File: config.mk
export PLATFORM = sky130hd
export DESIGN_NAME = io_channel_ctrl
export DESIGN_NICKNAME = d
export VERILOG_FILES = /design/src/rtl/io_pkg.sv /design/src/rtl/io_timeout_counter.sv /design/src/rtl/io_channel_ctrl.sv
export SDC_FILE = /design/constraint.sdc
export NUM_CORES = 1
export LEC_CHECK = 0
export ABC_AREA = 1
export CELL_PAD_IN_SITES_DETAIL_PLACEMENT = 1
export CELL_PAD_IN_SITES_GLOBAL_PLACEMENT = 1
export CORE_UTILIZATION = 25
export CTS_CLUSTER_SIZE = 28
export DETAILED_ROUTE_END_ITERATION = 10
export PLACE_DENSITY = 0.8
export SLEW_MARGIN = 20
export SYNTH_ARGS = -nofsm -noshare
export SYNTH_HDL_FRONTEND = slang
export SYNTH_SLANG_ARGS = --single-unit
File: constraint.sdc
create_clock -name clk -period 3.9 [get_ports clk]
set_input_delay 0.39 -clock clk [delete_from_list [all_inputs] [get_ports clk]]
set_output_delay 0.39 -clock clk [all_outputs]
set_load 0.02 [all_outputs]
File: src/rtl/io_pkg.sv
// Shared types and address-decode helpers for the CPU-side I/O channel controller.
package io_pkg;

  localparam int DISK_LOC_W = 15;

  typedef enum logic [2:0] {
    S_IDLE,
    S_OUT_WAIT,
    S_OUT_DONE,
    S_IN_WAIT,
    S_IN_DONE,
    S_ACK,
    S_ERR
  } io_state_e;

  function automatic int disk_idx(input int num_dev);
    return num_dev;
  endfunction

  // A request targets a channel only when the bit offset lands on a word boundary.
  function automatic logic addr_valid(input int adr, input int data_w, input int num_dev);
    return ((adr % data_w) == 0) && ((adr / data_w) <= num_dev);
  endfunction

endpackage

File: src/rtl/io_timeout_counter.sv
// Per-phase handshake watchdog: counts while enabled, restarts on clr, flags when the budget is used up.
module io_timeout_counter #(
  parameter int TO_W    = 16,
  parameter int TIMEOUT = 1000
) (
  input  logic clk,
  input  logic rst_n,
  input  logic clr,
  input  logic en,
  output logic expired
);

  logic [TO_W-1:0] cnt;

  always_ff @(posedge clk or negedge rst_n) begin
    if (!rst_n)
      cnt <= '0;
    else if (clr)
      cnt <= '0;
    else if (en && !expired)
      cnt <= cnt + 1'b1;
  end

  generate
    if (TIMEOUT == 0) begin : g_no_timeout
      assign expired = 1'b0;
    end else begin : g_timeout
      // cnt holds the number of cycles already spent, so the last allowed cycle is TIMEOUT-1.
      assign expired = en && (cnt >= TO_W'(TIMEOUT - 1));
    end
  endgenerate

endmodule

File: src/rtl/io_channel_ctrl.sv
// Serialises CPU input/output requests onto NUM_DEV handshaked peripherals plus one disk channel,
// with per-phase timeout, error reporting and a latched disk location.
module io_channel_ctrl
  import io_pkg::*;
#(
  parameter int NUM_DEV = 4,
  parameter int DATA_W  = 32,
  parameter int ADDR_W  = 10,
  parameter int TO_W    = 16,
  parameter int TIMEOUT = 1000
) (
  input  logic                      clk,
  input  logic                      rst_n,
  input  logic [ADDR_W-1:0]         adress,
  input  logic [DATA_W-1:0]         p_data,
  input  logic [31:0]               drs,
  input  logic                      new_out,
  input  logic                      in_req,
  output logic                      out_ready,
  output logic                      in_ready,
  output logic                      io_error,
  output logic [DATA_W-1:0]         e_data,
  input  logic [NUM_DEV*DATA_W-1:0] dev_in,
  output logic [NUM_DEV*DATA_W-1:0] dev_out,
  input  logic [NUM_DEV-1:0]        enter_in,
  output logic [NUM_DEV-1:0]        enter_out,
  input  logic [NUM_DEV-1:0]        done_out,
  output logic                      disk_read,
  output logic                      disk_write,
  input  logic [DATA_W-1:0]         disk_rdata,
  input  logic                      disk_read_done,
  input  logic                      disk_write_done,
  output logic [2:0]                track,
  output logic [4:0]                sector,
  output logic [6:0]                address_in_sector
);

  localparam int IDX_W = $clog2(NUM_DEV + 1);
  localparam int DISK  = disk_idx(NUM_DEV);

  io_state_e          state, next;
  logic [IDX_W-1:0]   idx_q, idx_d, req_idx;
  logic               out_dir_q, dir_d, err_q, err_d, disk_d;
  logic               req_ok, done_sel, in_sel, expired, busy;
  logic [DATA_W-1:0]  in_word;
  logic [NUM_DEV-1:0] enter_out_d;
  logic               disk_write_d, disk_read_d, out_ready_d, in_ready_d, io_error_d;
  logic               unused_drs;

  assign unused_drs = ^drs[31:DISK_LOC_W];
  assign req_ok     = addr_valid(int'(adress), DATA_W, NUM_DEV);
  assign req_idx    = IDX_W'(int'(adress) / DATA_W);

  // Channel and direction are frozen when the request is accepted; later address changes are ignored.
  assign idx_d  = (state == S_IDLE) ? req_idx : idx_q;
  assign dir_d  = (state == S_IDLE) ? new_out : out_dir_q;
  assign disk_d = (idx_d == IDX_W'(DISK));
  assign err_d  = (next == S_ERR) ? 1'b1 : ((state == S_IDLE) ? 1'b0 : err_q);
  assign busy   = (state == S_OUT_WAIT) || (state == S_OUT_DONE) ||
                  (state == S_IN_WAIT)  || (state == S_IN_DONE);

  always_comb begin
    done_sel = 1'b0;
    in_sel   = 1'b0;
    in_word  = disk_rdata;
    if (idx_q == IDX_W'(DISK)) begin
      done_sel = disk_write_done;
      in_sel   = disk_read_done;
    end else begin
      for (int i = 0; i < NUM_DEV; i++) begin
        if (idx_q == IDX_W'(i)) begin
          done_sel = done_out[i];
          in_sel   = enter_in[i];
          in_word  = dev_in[i*DATA_W +: DATA_W];
        end
      end
    end
  end

  io_timeout_counter #(
    .TO_W    (TO_W),
    .TIMEOUT (TIMEOUT)
  ) u_timeout (
    .clk     (clk),
    .rst_n   (rst_n),
    .clr     (next != state),
    .en      (busy),
    .expired (expired)
  );

  always_ff @(posedge clk or negedge rst_n) begin
    if (!rst_n)
      state <= S_IDLE;
    else
      state <= next;
  end

  always_comb begin
    next = state;
    case (state)
      S_IDLE: begin
        if (new_out || in_req) begin
          if (!req_ok)      next = S_ERR;
          else if (new_out) next = S_OUT_WAIT;
          else              next = S_IN_WAIT;
        end
      end
      S_OUT_WAIT: if (expired) next = S_ERR; else if (done_sel)  next = S_OUT_DONE;
      S_OUT_DONE: if (expired) next = S_ERR; else if (!done_sel) next = S_ACK;
      S_IN_WAIT:  if (expired) next = S_ERR; else if (in_sel)    next = S_IN_DONE;
      S_IN_DONE:  if (expired) next = S_ERR; else if (!in_sel)   next = S_ACK;
      S_ERR:      next = S_ACK;
      S_ACK:      next = S_IDLE;
      default:    next = S_IDLE;
    endcase
  end

  // Outputs are decoded from the upcoming state and registered, so strobes never glitch.
  always_comb begin
    enter_out_d  = '0;
    disk_write_d = 1'b0;
    disk_read_d  = 1'b0;
    out_ready_d  = 1'b0;
    in_ready_d   = 1'b0;
    io_error_d   = 1'b0;
    case (next)
      S_OUT_WAIT: begin
        if (disk_d)
          disk_write_d = 1'b1;
        else
          for (int i = 0; i < NUM_DEV; i++) enter_out_d[i] = (idx_d == IDX_W'(i));
      end
      S_IN_WAIT: disk_read_d = disk_d;
      S_ACK: begin
        out_ready_d = dir_d && !err_d;
        in_ready_d  = !dir_d && !err_d;
      end
      S_ERR: begin
        io_error_d  = 1'b1;
        out_ready_d = dir_d;
        in_ready_d  = !dir_d;
      end
      default: ;
    endcase
  end

  always_ff @(posedge clk or negedge rst_n) begin
    if (!rst_n) begin
      enter_out  <= '0;
      disk_write <= 1'b0;
      disk_read  <= 1'b0;
      out_ready  <= 1'b0;
      in_ready   <= 1'b0;
      io_error   <= 1'b0;
      idx_q      <= '0;
      out_dir_q  <= 1'b0;
      err_q      <= 1'b0;
    end else begin
      enter_out  <= enter_out_d;
      disk_write <= disk_write_d;
      disk_read  <= disk_read_d;
      out_ready  <= out_ready_d;
      in_ready   <= in_ready_d;
      io_error   <= io_error_d;
      idx_q      <= idx_d;
      out_dir_q  <= dir_d;
      err_q      <= err_d;
    end
  end

  always_ff @(posedge clk or negedge rst_n) begin
    if (!rst_n) begin
      dev_out                             <= '0;
      e_data                              <= '0;
      {track, sector, address_in_sector}  <= '0;
    end else begin
      if ((state == S_IDLE) && (new_out || in_req) && req_ok)
        {track, sector, address_in_sector} <= drs[DISK_LOC_W-1:0];
      if ((state == S_IDLE) && (next == S_OUT_WAIT) && !disk_d)
        for (int i = 0; i < NUM_DEV; i++)
          if (idx_d == IDX_W'(i)) dev_out[i*DATA_W +: DATA_W] <= p_data;
      if ((state == S_IN_WAIT) && (next == S_IN_DONE))
        e_data <= in_word;
      // A failed input never leaves stale data visible to the CPU.
      if ((next == S_ERR) && !dir_d)
        e_data <= '0;
    end
  end

endmodule

==> results of run 1 <==
==> flip-flops by register name, indices dropped and copies added, names as in the netlist <==
register / flops
u_timeout.cnt: 16
out_dir_q: 1
sector: 5
address_in_sector: 7
dev_out: 128
in_ready: 1
disk_write: 1
track: 3
idx_q: 3
e_data: 32
out_ready: 1
io_error: 1
disk_read: 1
state: 3
enter_out: 4
err_q: 1
==> critical path, delay by kind of cell (launching register included) <==
family | cells | cell delay, ns
flops | 1 | 0.48
compound gates | 1 | 0.12
buf+inv | 3 | 0.57
simple gates | 12 | 1.83
==> cells by family after synthesis <==
family          share of synthesized area (%)
mux                                      4.05
buf+inv                                  5.52
xor+xnor                                0.607
flops                                    51.5
compound gates                           6.86
simple gates                             31.3
fa+ha+maj                               0.124
==> power by group through the flow <==
stage / Sequential [mW] / Clock (mW) / Combinational, mW
after floorplan: 3.99 / 0 / 2.43
after global placement: 3.27 / 0 / 5.60
after CTS: 3.28 / 2.68 / 5.76
final: 3.28 / 2.61 / 5.73
after global routing: 3.36 / 2.76 / 6.21
after detailed placement: 3.30 / 0 / 5.74
==> cell usage in the layout, fill, tap and decap left out, types with 21 or more instances in the layout <==
cell type / Yosys / layout
nand2_1: 429 / 429
clkdlybuf4s50_1: 0 / 413
dfrtp_1: 208 / 208
nand4_1: 132 / 132
nor2_1: 65 / 63
nand3_1: 58 / 58
a21oi_1: 46 / 46
o21ai_0: 35 / 35
a211oi_1: 32 / 32
inv_1: 32 / 30
clkbuf_16: 0 / 25
mux2i_1: 24 / 24
buf_4: 9 / 21
==> path summary, 6_finish.rpt <==
path | end | depth (start not counted)
setup / recovery | dev_out[75] | 16
hold / removal | address_in_sector[0] | 2
setup reg to reg | dev_out[75] | 16
hold reg to reg | dev_out[72] | 2
max in group asynchronous | e_data[28] | 3
min in group clk | address_in_sector[0] | 2
==> per-stage QoR <==
step / cells / hold slack [ns] / setup slack [ns]
2_1_floorplan: 1222 / 0.0944 / 1.71
3_3_place_gp: 2097 / 0.455 / 0.738
3_5_place_dp: 2097 / 0.458 / 0.647
4_1_cts: 2144 / 0.420 / 0.758
5_1_grt: 2147 / 0.448 / 0.493
6_report: 2147 / 0.436 / 0.748
==> per-layer routing <==
metal / routed length [um] / global-route usage (%) / up-vias
met2: 19800 / 33.3 / 343
li1: - / - / 4882
met1: 17000 / 23.9 / 5212
met5: 0 / 0 / -
met4: 2010 / 9.34 / 0
met3: 2560 / 4.90 / 100
==> cell type report <==
class                      count  area, um2  share of cell area (%)
tap                          525        657                    4.18
multi-input combinational    881       4370                    27.8
clock inverter                11        201                    1.28
clock buffer                  35        723                    4.60
timing repair buffer         439       4380                    27.8
sequential                   208       5200                    33.1
antenna                        3       7.51                  0.0478
inverter                      45        171                    1.09
==> what timing repair did <==
action,in CTS,in global routing
resized for setup,0,0
endpoints found under the setup margin,0,0
hold endpoints to repair,94,0
hold buffers,1,0
==> results.sh, run 1 <==
export IMPL_yosysUniqueCellTypes=33
export IMPL_outcome="completed"
export IMPL_synthesis_nets=1471
export IMPL_postRouteAntennaNets=0
export IMPL_cp_end_kind="flop"
export IMPL_period_needed_ns=3.15
export IMPL_cts_buffers=25
export IMPL_slew_headroom_pct=26.1
export IMPL_drt_iter0_markers=443
export IMPL_crit_top_cell="nand2_1"
export IMPL_hpwl_mm=29.4
export IMPL_hp_class="in2async"
export IMPL_p_leak_nw=7.45
export IMPL_p_int_mw=6.53
export IMPL_io_pins=432
export IMPL_slew_violations=0
export IMPL_r2r_setup_slack_ns=0.75
export IMPL_tns_ns=0
export IMPL_grt_max_degree=101
export IMPL_maxCapViolCount=0
export IMPL_cp_startpoint="idx_q[0]"
export IMPL_ir_drop_mv=0.426
export IMPL_fill_cells=4667
export IMPL_switching_share_pct=43.8
export IMPL_arrival_ns=3.57
export IMPL_p_sw_mw=5.09
export IMPL_syn_area_um2=10100
export IMPL_crit_fanout=26
export IMPL_synth_edf_count=0
export IMPL_postSynthAreaPerCell_um2=8.27
export IMPL_grt_pass1_vias=11400
export IMPL_grt_pass1_wl_mm=64.6
export IMPL_stdcell_area_um2=15700
export IMPL_nets=1849
export IMPL_power_mw=11.6
export IMPL_setup_viol=0
export IMPL_reg2reg_from="idx_q[0]"
export IMPL_yosys_area_top_type="dfrtp_1"
export IMPL_clk_pin_slew_ns=0.06
export IMPL_ys_ff_latch=208
export IMPL_avgViaCountPerCell=4.91
export IMPL_port_buffers=414
export IMPL_async_flop_share_pct=100
export IMPL_vias=10500
export IMPL_seq_area_frac_synth_pct=51.5
export IMPL_worstPathRequired_ns=4.32
export IMPL_synth_area_top_cells="dfrtp_1, nand2_1, nand4_1"
export IMPL_power_share_sequential_pct=28.2
export IMPL_power_density_nw_per_um2=739
export IMPL_clk_latency_ns=0.55
export IMPL_start_util_pct=25.4
export IMPL_routedWlPerCell_um=19.3
export IMPL_cts_tree="built"
export IMPL_gp_congestion=0.842
export IMPL_drtPass1Iterations=5
export IMPL_skew_ns=0.0253
export IMPL_placed_cell_area_um2=14800
export IMPL_rows=73
export IMPL_fp_coreArea_um2=39800
export IMPL_fin_util_pct=39.5
export IMPL_htree_levels=1
export IMPL_crit_slowest_cell="dfrtp_1"
export IMPL_syn_inst=1222
export IMPL_clock_sinks=208
export IMPL_clockRootBuffer="clkbuf_16"
export IMPL_final_hold_viol_count=0
export IMPL_synth_commonest_cells="nand2_1, dfrtp_1, nand4_1"
export IMPL_drcViolationCount=0
export IMPL_areaGrowthSynthToFinish_pct=55.5
export IMPL_fp_dieW_um=203
export IMPL_yosysMostFrequentCell="nand2_1"
export IMPL_ctsLongestPathBuffers=3
export IMPL_postCtsSetupBuffers=0
export IMPL_fmax_ghz=0.317
export IMPL_die_area_um2=41200
export IMPL_yosys_warnings=0
export IMPL_dieHeight_um=203
export IMPL_cp_cell_sequence="nor2_1 > buf_4 > nand3_1 > nand2_1 > inv_2 > nand2_1 > nand2_1 > nand2_1 > o21ai_1 > nor2_4 > nand2_2 > nor2_4 > nand3_1 > buf_12 > nand2_1 > nand2_1"
export IMPL_grt_usage_pct=19.9
export IMPL_ys_flop_type="dfrtp_1"
export IMPL_startpoint_type="flop"
export IMPL_post_route_period_util_pct=80.8
export IMPL_routed_wl_mm=41.3
export IMPL_pwr_share_clk_pct=22.4
export IMPL_drive_gt1_share_pct=6.73
export IMPL_overflow=0
export IMPL_worstSetupPathType="reg2reg"
export IMPL_worst_pin_slew_ns=1.11
export IMPL_p_comb_share_pct=49.4
export IMPL_synth_top_area_share_pct=51.5
export IMPL_antenna_found_initial=3
export IMPL_slowest_delay_ns=0.48
export IMPL_rsz0062_at_grt="no"
(Power assumes the default switching activity.)
==> run 2, diff against run 1 <==
==> constraint.sdc (replaced) <==
create_clock -name clk -period 3.2 [get_ports clk]
set_input_delay 0.32 -clock clk [delete_from_list [all_inputs] [get_ports clk]]
set_output_delay 0.32 -clock clk [all_outputs]
set_load 0.02 [all_outputs]
==> results.sh, run 2 (same netlist as run 1, synthesis figures left out) <==
export IMPL_hpwl_mm=30.1
export IMPL_worst_r2r_endpoint="e_data[27]"
export IMPL_drtPass1Iterations=5
export IMPL_drive_gt1_share_pct=7.53
export IMPL_arrival_ns=3.24
export IMPL_crit_fanout=83
export IMPL_final_hold_viol_count=0
export IMPL_fin_util_pct=39.6
export IMPL_gp_congestion=0.888
export IMPL_dieHeight_um=203
export IMPL_cts_repair_resized=0
export IMPL_nets=1864
export IMPL_start_util_pct=25.4
export IMPL_ir_drop_mv=0.438
export IMPL_grt_usage_pct=20.2
export IMPL_dp_cells=2112
export IMPL_r2r_setup_slack_ns=0.37
export IMPL_crit_end="e_data[27]"
export IMPL_cts_tree="built"
export IMPL_cts_buffers=25
export IMPL_slew_violations=0
export IMPL_cp_end_kind="flop"
export IMPL_p_leak_nw=7.50
export IMPL_post_route_period_util_pct=88.4
export IMPL_crit_slowest_cell="buf_4"
export IMPL_drt_iter0_markers=475
export IMPL_worstSetupPathType="reg2reg"
export IMPL_cp_startpoint="state[1]"
export IMPL_layout_common_cells="nand2_1, clkdlybuf4s50_1, dfrtp_1"
export IMPL_fp_dieW_um=203
export IMPL_fin_cells=2159
export IMPL_slew_headroom_pct=38.2
export IMPL_rows=73
export IMPL_cp_cell_sequence="nor2_1 > nand2_1 > inv_4 > buf_4 > o21ai_0 > inv_1 > nand3_1 > buf_12 > nand3_1 > nand2_1"
export IMPL_final_common_cell="nand2_1"
export IMPL_routedWlPerCell_um=19.5
export IMPL_io_pins=432
export IMPL_startpoint_type="flop"
export IMPL_setup_viol=0
export IMPL_largest_reg_flops=128
export IMPL_clk_latency_ns=0.54
export IMPL_overflow=0
export IMPL_reg2reg_from="state[1]"
export IMPL_rsz0062_at_grt="no"
export IMPL_postRouteAntennaNets=0
export IMPL_vias=10500
export IMPL_worstPathRequired_ns=3.61
export IMPL_drcViolationCount=0
export IMPL_routed_wl_mm=42.0
export IMPL_htree_levels=1
export IMPL_top_regs="dev_out x128, e_data x32, u_timeout.cnt x16"
export IMPL_clockRootBuffer="clkbuf_16"
export IMPL_hp_class="in2async"
export IMPL_die_area_um2=41200
export IMPL_skew_ns=0.0215
export IMPL_power_density_nw_per_um2=890
export IMPL_clk_pin_slew_ns=0.06
export IMPL_grt_max_degree=96
export IMPL_top_register="dev_out"
export IMPL_worst_pin_slew_ns=0.927
export IMPL_slowest_delay_ns=0.68
export IMPL_areaGrowthSynthToFinish_pct=56.1
export IMPL_clock_sinks=208
export IMPL_fmax_ghz=0.353
export IMPL_avgViaCountPerCell=4.89
export IMPL_outcome="completed"
export IMPL_ctsLongestPathBuffers=3
export IMPL_tns_ns=0
export IMPL_postCtsSetupBuffers=0
export IMPL_period_needed_ns=2.83
export IMPL_fp_coreArea_um2=39800
export IMPL_maxCapViolCount=0
export IMPL_grt_pass1_wl_mm=65.5
export IMPL_cts_hold_fix_buffers=1
export IMPL_antenna_found_initial=1
export IMPL_reg2reg_depth=10
export IMPL_port_buffers=414
export IMPL_grt_pass1_vias=11400
==> run 2: through the flow <==
stage | hold slack [ns] | instance area (um2) | setup slack (ns) | power, mW
2_1_floorplan | 0.0244 | 10100 | 1.01 | 7.82
3_3_place_gp | 0.397 | 14900 | 0.284 | 11.0
3_5_place_dp | 0.406 | 14900 | 0.205 | 11.2
4_1_cts | 0.372 | 15800 | 0.384 | 14.2
5_1_grt | 0.393 | 15800 | 0.127 | 14.9
6_report | 0.379 | 15800 | 0.371 | 14.0
==> run 2: layout make-up <==
class / count / area, um2
tap: 525 / 657
inverter: 45 / 171
timing repair buffer: 454 / 4540
fill: 4652 / 24100
clock inverter: 9 / 76.3
clock buffer: 36 / 747
antenna: 1 / 2.50
multi-input combinational: 881 / 4370
sequential: 208 / 5200
==> run 2: per-layer routing <==
layer	track usage, %	wire length (um)	vias up
met5	0	0	-
met4	8.92	1980	0
met3	4.48	2370	91
met2	33.6	20000	310
met1	25.1	17600	5236
li1	-	-	4912
==> run 2: worst max-delay path, delay by kind of cell (launching register included) <==
kind            cells  cell delay [ns]
simple gates        5             0.76
compound gates      1             0.30
buf+inv             4             1.15
flops               1             0.44
==> run 2: how the worst min path moves through the flow <==
stage	start	end	slack, ns
after floorplan	rst_n	address_in_sector[0]	0.02
after global placement	rst_n	address_in_sector[0]	0.40
after detailed placement	rst_n	address_in_sector[0]	0.41
after CTS	drs[0]	address_in_sector[0]	0.37
after global routing	drs[0]	address_in_sector[0]	0.39
final	rst_n	address_in_sector[0]	0.38
==> run 2: report_power, final <==
group          switching [mW]  internal (mW)  total (mW)
combinational            4.55           2.64        7.20
sequential              0.523           3.45        3.98
clock                    1.17           1.69        2.86
total                    6.25           7.79        14.0
==> run 3, diff against run 2 <==
--- a/config.mk
+++ b/config.mk
@@ -8,6 +8,7 @@
 export ABC_AREA = 1
 export CELL_PAD_IN_SITES_DETAIL_PLACEMENT = 1
 export CELL_PAD_IN_SITES_GLOBAL_PLACEMENT = 1
+export CORE_MARGIN = 2
 export CORE_UTILIZATION = 25
 export CTS_CLUSTER_SIZE = 28
 export DETAILED_ROUTE_END_ITERATION = 10
==> results.sh, run 3 (same netlist as run 1, synthesis figures left out) <==
export IMPL_path_buf_inv=2
export IMPL_arrival_ns=3.13
export IMPL_grt_pass1_wl_mm=64.4
export IMPL_slew_violations=0
export IMPL_crit_slowest_cell="dfrtp_1"
export IMPL_postRouteAntennaNets=0
export IMPL_post_route_period_util_pct=85.1
export IMPL_die_area_um2=42000
export IMPL_crit_top_cell="nand2_1"
export IMPL_largest_reg_flops=128
export IMPL_cp_cell_sequence="nor2_1 > nand2_1 > or2_1 > nand2_1 > nand2_1 > nand2_1 > nand3_1 > nand2_2 > nand2_2 > nor2_4 > buf_12 > nand3_1 > buf_4 > nand2_1 > nand2_1"
export IMPL_top_regs="dev_out x128, e_data x32, u_timeout.cnt x16"
export IMPL_vias=10500
export IMPL_avgViaCountPerCell=4.86
export IMPL_p_leak_nw=7.52
export IMPL_postCtsSetupBuffers=0
export IMPL_critical_path_top_delay_family="simple AND/OR/NAND/NOR gates"
export IMPL_htree_levels=1
export IMPL_io_pins=432
export IMPL_startpoint_type="flop"
export IMPL_grt_usage_pct=19.6
export IMPL_layout_common_cells="nand2_1, clkdlybuf4s50_1, dfrtp_1"
export IMPL_clk_latency_ns=0.52
export IMPL_clock_sinks=208
export IMPL_slowest_delay_ns=0.49
export IMPL_hp_class="in2reg"
export IMPL_start_util_pct=25.4
export IMPL_period_needed_ns=2.72
export IMPL_power_mw=14.2
export IMPL_dieHeight_um=205
export IMPL_worstSetupPathType="reg2reg"
export IMPL_outcome="completed"
export IMPL_port_buffers=414
export IMPL_grt_max_degree=133
export IMPL_clk_pin_slew_ns=0.06
export IMPL_overflow=0
export IMPL_maxCapViolCount=0
export IMPL_crit_fanout=24
export IMPL_fp_coreArea_um2=39800
export IMPL_clockRootBuffer="clkbuf_16"
export IMPL_tns_ns=0
export IMPL_cts_buffers=25
export IMPL_cts_repair_resized=0
export IMPL_drcViolationCount=0
export IMPL_ctsLongestPathBuffers=3
export IMPL_cts_tree="built"
export IMPL_dp_cells=2111
export IMPL_worstPathRequired_ns=3.61
export IMPL_skew_ns=0.0121
export IMPL_drtPass1Iterations=5
export IMPL_whs_ns=0.406
export IMPL_nets=1863
export IMPL_gp_congestion=0.850
export IMPL_setup_viol=0
export IMPL_fin_cells=2159
export IMPL_routedWlPerCell_um=19.3
export IMPL_drt_iter0_markers=497
export IMPL_worst_pin_slew_ns=0.862
export IMPL_routed_wl_mm=41.7
export IMPL_slew_headroom_pct=42.6
export IMPL_fp_dieW_um=205
export IMPL_antenna_found_initial=4
export IMPL_rsz0062_at_grt="no"
export IMPL_rows=73
export IMPL_final_hold_viol_count=0
export IMPL_drive_gt1_share_pct=7.30
export IMPL_hpwl_mm=30.0
export IMPL_ir_drop_mv=0.516
export IMPL_fmax_ghz=0.367
export IMPL_power_density_nw_per_um2=897
export IMPL_cp_end_kind="flop"
export IMPL_fin_util_pct=39.8
export IMPL_areaGrowthSynthToFinish_pct=56.9
export IMPL_top_register="dev_out"
export IMPL_grt_pass1_vias=11200
export IMPL_final_common_cell="nand2_1"
==> run 3: cell types whose count changed in the layout (fill, tap and decap cells not counted), sizes merged, moves of 2 or more <==
cell    previous run  this run
clkbuf            36        39
clkinv             6         0
bufinv             1         3
diode              1         3
==> run 3: cell type report <==
type                       count  area [um2]
antenna                        3        7.51
sequential                   208        5200
clock inverter                 5         105
multi-input combinational    881        4370
tap                          525         657
clock buffer                  39         768
timing repair buffer         453        4570
fill                        4673       24000
inverter                      45         171
==> run 3: worst paths after layout <==
kind                                   from  slack (ns)  cells after the start                    to
worst min register to register  dev_out[90]        0.47                      2           dev_out[90]
min in group asynchronous             rst_n        0.46                      2            e_data[12]
worst max-delay path               idx_q[0]        0.48                     15           dev_out[67]
worst min-delay path                 drs[0]        0.41                      2  address_in_sector[0]
max in group asynchronous             rst_n        1.85                      3  address_in_sector[5]
worst max register to register     idx_q[0]        0.48                     15           dev_out[67]
==> run 3: metal layers <==
metal  track usage (%)  share of wire, %  up-vias
li1                  -                 -     4909
met2              33.4                49      322
met4              7.53               3.8        2
met3              4.47               6.3       82
met1              23.9                41     5169
met5                 0             0.031        -
==> run 3: repair_timing <==
action | in CTS | in global routing
hold endpoints to repair | 102 | 0
hold buffers | 1 | 0
endpoints found under the setup margin | 0 | 0
==> run 3: stage by stage <==
| step | setup WS, ns | area [um2] |
|---|---|---|
| 4_1_cts | 0.447 | 15900 |
| 6_report | 0.476 | 15900 |
| 2_1_floorplan | 1.01 | 10100 |
| 5_1_grt | 0.196 | 15900 |
| 3_3_place_gp | 0.304 | 15000 |
| 3_5_place_dp | 0.206 | 15000 |
==> run 3: report_power, final <==
part | leakage, nW | internal, mW | total [mW] | switching [mW]
clock | 0.421 | 1.88 | 3.00 | 1.13
sequential | 2.83 | 3.45 | 3.99 | 0.533
combinational | 4.27 | 2.73 | 7.24 | 4.51
total | 7.52 | 8.06 | 14.2 | 6.17
